File: config.mk
export PLATFORM = sky130hd
export DESIGN_NAME = button_report_scheduler
export DESIGN_NICKNAME = d
export VERILOG_FILES = /design/src/rtl/button_report_scheduler.sv
export SDC_FILE = /design/constraint.sdc
export NUM_CORES = 1
export LEC_CHECK = 0
export CORE_UTILIZATION = 27
export DETAILED_ROUTE_END_ITERATION = 10
export SYNTH_ARGS = -nofsm -noshare
export SYNTH_HDL_FRONTEND = slang
export SYNTH_SLANG_ARGS = --single-unit
File: constraint.sdc
create_clock -name clk -period 3.15 [get_ports clk]
set_clock_uncertainty 0.2 [all_clocks]
set_input_delay 0.4725 -clock clk [delete_from_list [all_inputs] [get_ports clk]]
set_output_delay 0.4725 -clock clk [all_outputs]
set_load 0.02 [all_outputs]
File: src/rtl/button_report_scheduler.sv
// Periodic poller for the per-button press counters: snapshots each non-zero
// count, emits it on a valid/ready report port, then pulses that counter's clear.
module button_report_scheduler #(
  parameter int N_CH     = 3,
  parameter int CNT_W    = 8,
  parameter int CH_W     = 2,
  parameter int POLL_DIV = 1000
) (
  input  logic                  clk,
  input  logic                  rst,
  input  logic                  enable,
  input  logic [N_CH*CNT_W-1:0] cnt_bus,
  output logic [N_CH-1:0]       cnt_clr,
  output logic                  rpt_valid,
  input  logic                  rpt_ready,
  output logic [CH_W-1:0]       rpt_ch,
  output logic [CNT_W-1:0]      rpt_count,
  output logic                  rpt_sat,
  output logic                  busy
);

  // state | meaning
  // IDLE  | waiting for a poll tick (or a tick merged during the last round)
  // SCAN  | sampling counter ptr; zero skips ahead, non-zero captures a report
  // SEND  | report held on the port until accepted; clear pulsed on entry

  localparam int              DIV_W    = (POLL_DIV > 2) ? $clog2(POLL_DIV) : 1;
  localparam logic [DIV_W-1:0] DIV_LAST = DIV_W'(POLL_DIV - 1);
  localparam logic [CH_W-1:0]  CH_LAST  = CH_W'(N_CH - 1);

  typedef enum logic [1:0] {
    IDLE = 2'd0,
    SCAN = 2'd1,
    SEND = 2'd2
  } state_t;

  state_t            state, state_nxt;
  logic [CH_W-1:0]   ptr, ptr_nxt;
  logic [DIV_W-1:0]  div;
  logic              pend, pend_nxt;
  logic              tick;
  logic [CNT_W-1:0]  cur_cnt;
  logic              ptr_ok;
  logic [N_CH-1:0]   ptr_dec;
  logic [N_CH-1:0]   clr_nxt;
  logic              valid_nxt;
  logic [CH_W-1:0]   ch_nxt;
  logic [CNT_W-1:0]  count_nxt;
  logic              sat_nxt;

  assign tick = enable && (div == DIV_LAST);
  assign busy = (state != IDLE);

  always_ff @(posedge clk) begin
    if (!rst) begin
      div <= '0;
    end else if (enable) begin
      div <= tick ? '0 : div + DIV_W'(1);
    end
  end

  // Channel select; an index beyond N_CH-1 leaves ptr_ok low.
  always_comb begin
    cur_cnt = '0;
    ptr_ok  = 1'b0;
    ptr_dec = '0;
    for (int k = 0; k < N_CH; k++) begin
      if (ptr == CH_W'(k)) begin
        cur_cnt    = cnt_bus[k*CNT_W +: CNT_W];
        ptr_ok     = 1'b1;
        ptr_dec[k] = 1'b1;
      end
    end
  end

  // Pend is one deep; it only lives while a round is running.
  always_comb begin
    pend_nxt = pend;
    if (!enable) begin
      pend_nxt = 1'b0;
    end else if (state == IDLE) begin
      pend_nxt = 1'b0;
    end else if (tick) begin
      pend_nxt = 1'b1;
    end
  end

  always_comb begin
    state_nxt = state;
    ptr_nxt   = ptr;
    valid_nxt = rpt_valid;
    ch_nxt    = rpt_ch;
    count_nxt = rpt_count;
    sat_nxt   = rpt_sat;
    clr_nxt   = '0;
    case (state)
      IDLE: begin
        if ((pend && enable) || tick) begin
          state_nxt = SCAN;
          ptr_nxt   = '0;
        end
      end
      SCAN: begin
        if (!ptr_ok) begin
          state_nxt = IDLE;
          ptr_nxt   = '0;
        end else if (cur_cnt == '0) begin
          if (ptr == CH_LAST) begin
            state_nxt = IDLE;
            ptr_nxt   = '0;
          end else begin
            ptr_nxt = ptr + CH_W'(1);
          end
        end else begin
          count_nxt = cur_cnt;
          ch_nxt    = ptr;
          sat_nxt   = &cur_cnt;
          valid_nxt = 1'b1;
          clr_nxt   = ptr_dec;
          state_nxt = SEND;
        end
      end
      SEND: begin
        if (rpt_ready) begin
          valid_nxt = 1'b0;
          if ((ptr == CH_LAST) || !ptr_ok) begin
            state_nxt = IDLE;
            ptr_nxt   = '0;
          end else begin
            state_nxt = SCAN;
            ptr_nxt   = ptr + CH_W'(1);
          end
        end
      end
      default: begin
        state_nxt = IDLE;
        ptr_nxt   = '0;
        valid_nxt = 1'b0;
      end
    endcase
  end

  always_ff @(posedge clk) begin
    if (!rst) begin
      state     <= IDLE;
      ptr       <= '0;
      pend      <= 1'b0;
      cnt_clr   <= '0;
      rpt_valid <= 1'b0;
      rpt_ch    <= '0;
      rpt_count <= '0;
      rpt_sat   <= 1'b0;
    end else begin
      state     <= state_nxt;
      ptr       <= ptr_nxt;
      pend      <= pend_nxt;
      cnt_clr   <= clr_nxt;
      rpt_valid <= valid_nxt;
      rpt_ch    <= ch_nxt;
      rpt_count <= count_nxt;
      rpt_sat   <= sat_nxt;
    end
  end

endmodule

# After elaboration in Yosys (flattened, before gate mapping)
# Cells that the tools add are included.
op_classes:
  add_sub_neg: 2
  n_eq_ne: 11
  n_reduce_logical: 16
  bitwise_logic: 6
  n_mux: 27
op_table:
  columns: ["op", "count"]
  rows:
  - ["$mux W8", 3]
  - ["$mux W2", 11]
  - ["$pmux W2 S3", 2]
  - ["$add A10 B1 Y10 const B", 1]
  - ["$eq A10 B10 Y1 const B", 1]
  - ["$mux W10", 1]
  - ["$mux W1", 9]
  - ["$reduce_and A3 Y1", 3]
  - ["$logic_not A8 Y1", 1]
  - ["$reduce_and A8 Y1", 1]
  - ["$ne A2 B2 Y1 const B", 3]
  - ["$not A1 Y1", 6]
  - ["$eq A2 B1 Y1 const B", 2]
  - ["$eq A2 B2 Y1 const B", 2]
  - ["$logic_not A2 Y1", 2]
  - ["$ne A4 B4 Y1 const B", 1]
  - ["$reduce_and A4 Y1", 1]
  - ["$reduce_or A4 Y1", 1]
  - ["$ne A3 B3 Y1 const B", 1]
  - ["$pmux W1 S3", 1]
  - ["$reduce_or A3 Y1", 1]
  - ["$add A2 B1 Y2 const B", 1]
  - ["$logic_and A1 B1 Y1", 2]
  - ["$logic_or A1 B1 Y1", 2]
  - ["3 further kinds", 3]
word_totals:
  ff_bits: 30
  out_inout_bits: 16
  wordCells: 71
  in_bits: 28

# Longest topological paths before layout
# Gate-level depths: netlist of the first run.
depth:
  ltp_word: 9
  ltp_mapped: 7
  ltp_nobuf: 6

# Least setup slack after synthesis of the first run
# Ideal clock, no wire load.
synth_path:
  kind: "in2reg"
  start: "in enable"
  end: "reg state[0]"
  arrival_ps: 1752
  required_time_ps: 2829
  n_path_buf: 1
  slack_ps: 1077
  setup_time_ps: 121
  cell_stages: 6
  path_cell_list: "buf_2 > and3_1 > nand4_1 > a31o_1 > a31oi_2 > mux2_4"
synth_between:
  elab_chain_len: 4
  elab_cells_between_ends: 5
  classes_between: "eq/ne: 1; reduce/logical: 4"
synth_lines:
  columns: ["element", "line", "text"]
  rows:
  - ["from (decl)", "11", "input logic enable,"]
  - ["$logic_and A1 B1 Y1, on equally long branches", "98, 51", null]
  - ["$logic_or A1 B1 Y1 *", "98", "if ((pend && enable) || tick) begin"]
  - ["$ne A2 B1 Y1 (no line) *", null, null]
  - ["$reduce_and A3 Y1 (no line) *", null, null]
  - ["to (signal assigned)", "154", "state <= state_nxt;"]
  - ["to (decl)", "37", "state_t state, state_nxt;"]
# Mark *: on every way between the ends. The rest lies on a longest branch, timed or not.
# A chain may end at the register's enable or synchronous reset.

# Worst setup path after layout of the first run
layout_path:
  start: "reg ptr[1]"
  end: "reg rpt_sat"
layout_between:
  elab_chain_len: 7
  elab_cells_between_ends: 13
  classes_between: "eq/ne: 2; mux: 6; bitwise: 1; reduce/logical: 4"
layout_lines:
  columns: ["element", "line", "text"]
  rows:
  - ["from (decl)", "38", "logic [CH_W-1:0] ptr, ptr_nxt;"]
  - ["from (signal assigned)", "155", "ptr <= ptr_nxt;"]
  - ["$logic_not A2 Y1", "68", "if (ptr == CH_W'(k)) begin"]
  - ["$mux W8 (3 in series)", "68", null]
  - ["$logic_not A8 Y1", "107", "end else if (cur_cnt == '0) begin"]
  - ["$not A1 Y1 (no line)", null, null]
  - ["$reduce_and A3 Y1 (no line)", null, null]
  - ["to (signal assigned)", "161", "rpt_sat <= sat_nxt;"]
  - ["to (decl)", "18", "output logic rpt_sat,"]
# Parallel ways exist; a longest one is shown, timed or not.

==> results.json, run 1 <==
{
  "ys_ff_latch": 30,
  "synth_commonest_cells": "dfxtp_1 (30), nor2_1 (17), nand2_1 (15), nand4_1 (10)",
  "finalHoldViolCount": 0,
  "antenna_cells": 0,
  "wl_per_cell_um": 13.7,
  "cap_violations": 0,
  "gp_congestion": 0.752,
  "grt_pass1_vias": 1579,
  "async_reset_ff_share_pct": 0,
  "syn_to_final_growth_pct": 31.5,
  "die_area_mm2": 0.00708,
  "drt-vias-per-instance": 5.05,
  "cts_hold_buf": 0,
  "path_clk_slew_ns": 0.07,
  "path_max_fanout": 12,
  "syn-cell-area_mm2": 0.00182,
  "start_kind": "flip-flop",
  "die_w_um": 84.1,
  "fmax_mhz": 379,
  "synth_area_per_cell_um2": 9.39,
  "power_leakage_nw": 0.820,
  "hold_class": "reg2reg",
  "vias": 1585,
  "grt_util_all_layers_pct": 13.3,
  "grt_max_degree": 30,
  "dp_hpwl_um": 3190,
  "antenna_found_initial": 0,
  "end_kind": "flip-flop",
  "synth_edf_count": 0,
  "max-slew-margin-rel_pct": 54.6,
  "place.port_buffers": 43,
  "critPathKind": "reg2reg",
  "synth.most_common_cell": "dfxtp_1",
  "cts_tree": "built",
  "worstPathArrival_ns": 2.64,
  "ys_warn_count": 0,
  "status": "finished with violations",
  "yosys_most_used_dff": "dfxtp_1",
  "total_power_mw": 1.18,
  "tightest_slew_ns": 0.680,
  "ys_types": 51,
  "post-place-ws_ns": 0.412,
  "cts-htree-levels": 2,
  "drtIter0Drc": 102,
  "powerDensity_mw_per_mm2": 494,
  "synthDominantCellAreaShare_pct": 33.0,
  "die_h_um": 84.1,
  "core-area_mm2": 0.00642,
  "fin_crit_sh_pct": 83.7,
  "syn_inst": 194,
  "violations": "DRC",
  "period_needed_ns": 2.64,
  "drtPass1Iterations": 7,
  "setup_viol": 0,
  "synth_area_leaders": "dfxtp_1 (33%), mux2i_1 (3.8%), nor2_1 (3.5%), ha_1 (3.4%), nand4_1 (3.4%)",
  "drt-total-wl_um": 4290,
  "nets": 269,
  "clockRootBuffer": "clkbuf_8",
  "cts_max_path_buffers": 2,
  "post_cts_buffers": 0,
  "drive_above_1_share_pct": 13.1,
  "rsz0062_at_grt": "no",
  "synth_fp_nets": 227,
  "crit_required_ns": 3.16,
  "cts_inserted_buffers": 5,
  "ant_nets": 0,
  "start_util_pct": 28.4,
  "io_pins": 44,
  "synth.largest_area_cell": "dfxtp_1",
  "rows": 29,
  "grt_pass1_wl_um": 7580,
  "post_cts_resized": 0,
  "slew_violations": 0,
  "cts.sinks": 30,
  "grt.overflow.total": 0,
  "fin_setup_tns_ns": 0,
  "fin_ws_ns": 0.514,
  "drc": 6,
  "worstSkewPairLatency_ns": 0.29,
  "ys_seq_area_share_pct": 33.0,
  "worst_ir_drop_vdd_v": 0.000174
}
==> kinds of logic after synthesis <==
logic type      count (synthesis)  synth area share [%]
xor+xnor                        8                  3.85
simple gates                   77                  24.7
flops                          30                  33.0
buf+inv                        18                  5.36
fa+ha+maj                       5                  3.43
mux                            11                  7.76
compound gates                 45                  22.0
==> final timing paths <==
path / start / slack (ns) / depth (start not counted) / end
worst max-delay path: ptr[1]$_SDFFE_PN0P_ / 0.51 / 6 / rpt_sat$_SDFFE_PN0P_
worst min-delay path: pend$_SDFFE_PP0N_ / 0.26 / 2 / pend$_SDFFE_PP0N_
worst max register to register: ptr[1]$_SDFFE_PN0P_ / 0.51 / 6 / rpt_sat$_SDFFE_PN0P_
worst min register to register: pend$_SDFFE_PP0N_ / 0.26 / 2 / pend$_SDFFE_PP0N_
==> metrics by stage <==
step	hold WS (ns)	utilization (%)	cell area, um^2	instances
after floorplan	0.228	-	1820	194
after global placement	0.241	35.9	2300	306
after detailed placement	0.248	35.9	2300	306
after CTS	0.258	37.3	2390	314
after global routing	0.290	37.3	2390	314
final	0.257	37.3	2390	314
==> registers in the layout, indices dropped and copies added (netlist names) <==
name       cells
cnt_clr        3
div           10
pend           1
ptr            2
rpt_ch         2
rpt_count      8
rpt_sat        1
rpt_valid      1
state          2
==> where the power goes <==
group          switching, mW  internal [mW]  leakage [nW]
Clock                  0.144          0.176        0.0482
Sequential            0.0299          0.421         0.242
Combinational          0.222          0.190         0.530
Total                  0.396          0.787         0.820
==> critical path: stages, from the launching register on <==
cell	delay, ns
dfxtp_1	0.76
buf_4	0.31
mux2i_4	0.28
a2bb2oi_2	0.26
nand4_2	0.21
o21ai_2	0.33
mux2i_1	0.21
==> placed cells by master, fill, tap and decap left out, types with 2 or more instances in the layout <==
master            n
nand4b_1          2
o2bb2ai_2         4
a2bb2oi_2         4
and3_1            3
o2bb2ai_1         2
nand4_1          10
and2_1            6
a31oi_1           2
mux2i_1           7
o31ai_1           3
nor2_1           17
a21oi_2           2
clkbuf_8          6
o22ai_1           2
xnor2_1           4
nor2b_1           2
a2bb2oi_1         2
a32o_1            2
nand2_1          15
a21boi_1          6
buf_4             4
a31o_1            3
clkdlybuf4s50_1  43
ha_1              5
a211oi_1          2
xor2_1            4
a21oi_1           6
nand3_1           7
dfxtp_1          30
inv_1             6
mux2i_4           2
nand2b_1          4
==> metal layers <==
metal / wire length [um] / global-route usage (%) / vias to the layer above
met1: 2050 / 17.0 / 754
met5: 0 / 0 / -
met3: 182 / 3.44 / 5
met4: 56 / 4.70 / 0
met2: 2000 / 21.8 / 27
li1: - / - / 799
==> cell type report <==
cell class	count	area [um^2]
clock buffer	7	86.3
clock inverter	1	5.00
fill	651	4030
inverter	6	22.5
multi-input combinational	146	1120
sequential	30	601
tap	77	96.3
timing repair buffer	47	460
Note: power is estimated with default switching activity, not from simulation.
==> inputs of run 2 (changes only) <==
clock period = 2.2 ns   (was 3.15 ns; I/O delays follow)
==> results.json, run 2 (same netlist as run 1, synthesis figures left out) <==
{
  "status": "finished with violations",
  "violations": "DRC",
  "grt_pass1_wl_um": 7350,
  "layout_commonest_cell": "clkdlybuf4s50_1",
  "drt-total-wl_um": 4520,
  "cap_violations": 0,
  "setup_viol": 0,
  "dpl.cell_count": 325,
  "drtPass1Iterations": 7,
  "path_clk_slew_ns": 0.06,
  "wl_per_cell_um": 13.5,
  "critPathSlowestCell": "nor2b_2",
  "worst_ir_drop_vdd_v": 0.000208,
  "path_max_fanout": 16,
  "cts_inserted_buffers": 5,
  "die_area_mm2": 0.00708,
  "path_buf_inv": 1,
  "fin_ws_ns": 0.100,
  "fmax_mhz": 476,
  "worstPathArrival_ns": 2.07,
  "antenna_cells": 0,
  "drt-vias-per-instance": 5.00,
  "die_w_um": 84.1,
  "nets": 290,
  "grt_max_degree": 30,
  "drtIter0Drc": 83,
  "final_cells": 335,
  "start_kind": "flip-flop",
  "fin_setup_tns_ns": 0,
  "finalHoldViolCount": 0,
  "rows": 29,
  "largest-register": "div",
  "antenna_found_initial": 0,
  "drc": 6,
  "most-common-layout-cells": "clkdlybuf4s50_1 (42), dfxtp_1 (30), buf_4 (22), nor2_1 (17), nand2_1 (15)",
  "slew_violations": 0,
  "crit_chain": "buf_12, nor2b_2, a2bb2oi_2, and4bb_1, a31oi_2, mux2_4",
  "clockRootBuffer": "clkbuf_8",
  "start_util_pct": 28.4,
  "max-slew-margin-rel_pct": 73.5,
  "die_h_um": 84.1,
  "vias": 1674,
  "ant_nets": 0,
  "gp_congestion": 0.810,
  "slowest_delay_ns": 0.35,
  "critPathKind": "reg2reg",
  "end_kind": "flip-flop",
  "grt_util_all_layers_pct": 12.9,
  "powerDensity_mw_per_mm2": 670,
  "io_pins": 44,
  "cts.sinks": 30,
  "grt_pass1_vias": 1581,
  "worstSkewPairLatency_ns": 0.28,
  "tightest_slew_ns": 0.395,
  "core-area_mm2": 0.00642,
  "power_leakage_nw": 0.940,
  "place.port_buffers": 43,
  "post-place-ws_ns": -0.0797,
  "syn_to_final_growth_pct": 44.6,
  "cts_hold_buf": 0,
  "reg.largest.list": "div (10), rpt_count (8), cnt_clr (3)",
  "cts-htree-levels": 2,
  "crit_required_ns": 2.17,
  "hold_class": "reg2reg",
  "grt.overflow.total": 0,
  "largest_register_ffs": 10,
  "fin_crit_sh_pct": 95.5,
  "dp_hpwl_um": 3410,
  "total_power_mw": 1.77,
  "rrSetupSlack_ns": 0.10,
  "drive_above_1_share_pct": 22.5,
  "nFillCells": 628,
  "crit_family": "simple AND/OR/NAND/NOR gates",
  "cts_tree": "built",
  "cts_max_path_buffers": 2,
  "period_needed_ns": 2.10
}
==> run 2: tightest hold or removal path, stage by stage, from the launching register on <==
cell      delay, ns
dfxtp_1        0.31
inv_1          0.05
a211oi_1       0.05
==> run 2: where the power goes <==
group	leakage, nW	total (mW)	internal, mW	switching (mW)
Sequential	0.242	0.645	0.603	0.0420
Clock	0.0472	0.460	0.251	0.209
Combinational	0.651	0.661	0.318	0.343
==> run 2: layer usage <==
layer | part of all wire [%] | GRT usage [%]
met5 | 0 | 0
met4 | 0.84 | 3.76
met3 | 3.2 | 2.85
met2 | 48 | 21.5
met1 | 48 | 16.9
==> run 2: final cells by class <==
cell class | instances | area [um^2] | area share (%)
Multi-Input combinational cell | 147 | 1190 | 45.0
Timing Repair Buffer | 67 | 634 | 24.1
Sequential cell | 30 | 601 | 22.8
Tap cell | 77 | 96.3 | 3.66
Clock buffer | 6 | 82.6 | 3.13
Inverter | 6 | 22.5 | 0.855
Clock inverter | 2 | 12.5 | 0.475
==> run 2: worst paths after layout <==
path,depth (start not counted),startpoint,endpoint
setup / recovery,6,ptr[1]$_SDFFE_PN0P_,state[0]$_SDFFE_PN0P_
hold / removal,2,pend$_SDFFE_PP0N_,pend$_SDFFE_PP0N_
setup reg to reg,6,ptr[1]$_SDFFE_PN0P_,state[0]$_SDFFE_PN0P_
hold reg to reg,2,pend$_SDFFE_PP0N_,pend$_SDFFE_PP0N_
==> run 2: timing repair <==
action                     CTS  global route
buffers inserted             0             1
resized for setup            1             7
pin swaps                    0             1
setup endpoints to repair    1             8
cloned                       0             1
==> run 2: metrics by stage <==
| stage | hold slack (ns) | util [%] | instance area, um^2 |
|---|---|---|---|
| final | 0.251 | 41.0 | 2640 |
| after detailed placement | 0.243 | 38.5 | 2470 |
| after global routing | 0.288 | 41.0 | 2640 |
| after global placement | 0.237 | 38.5 | 2470 |
| after CTS | 0.253 | 39.9 | 2560 |
| after floorplan | 0.228 | - | 1820 |
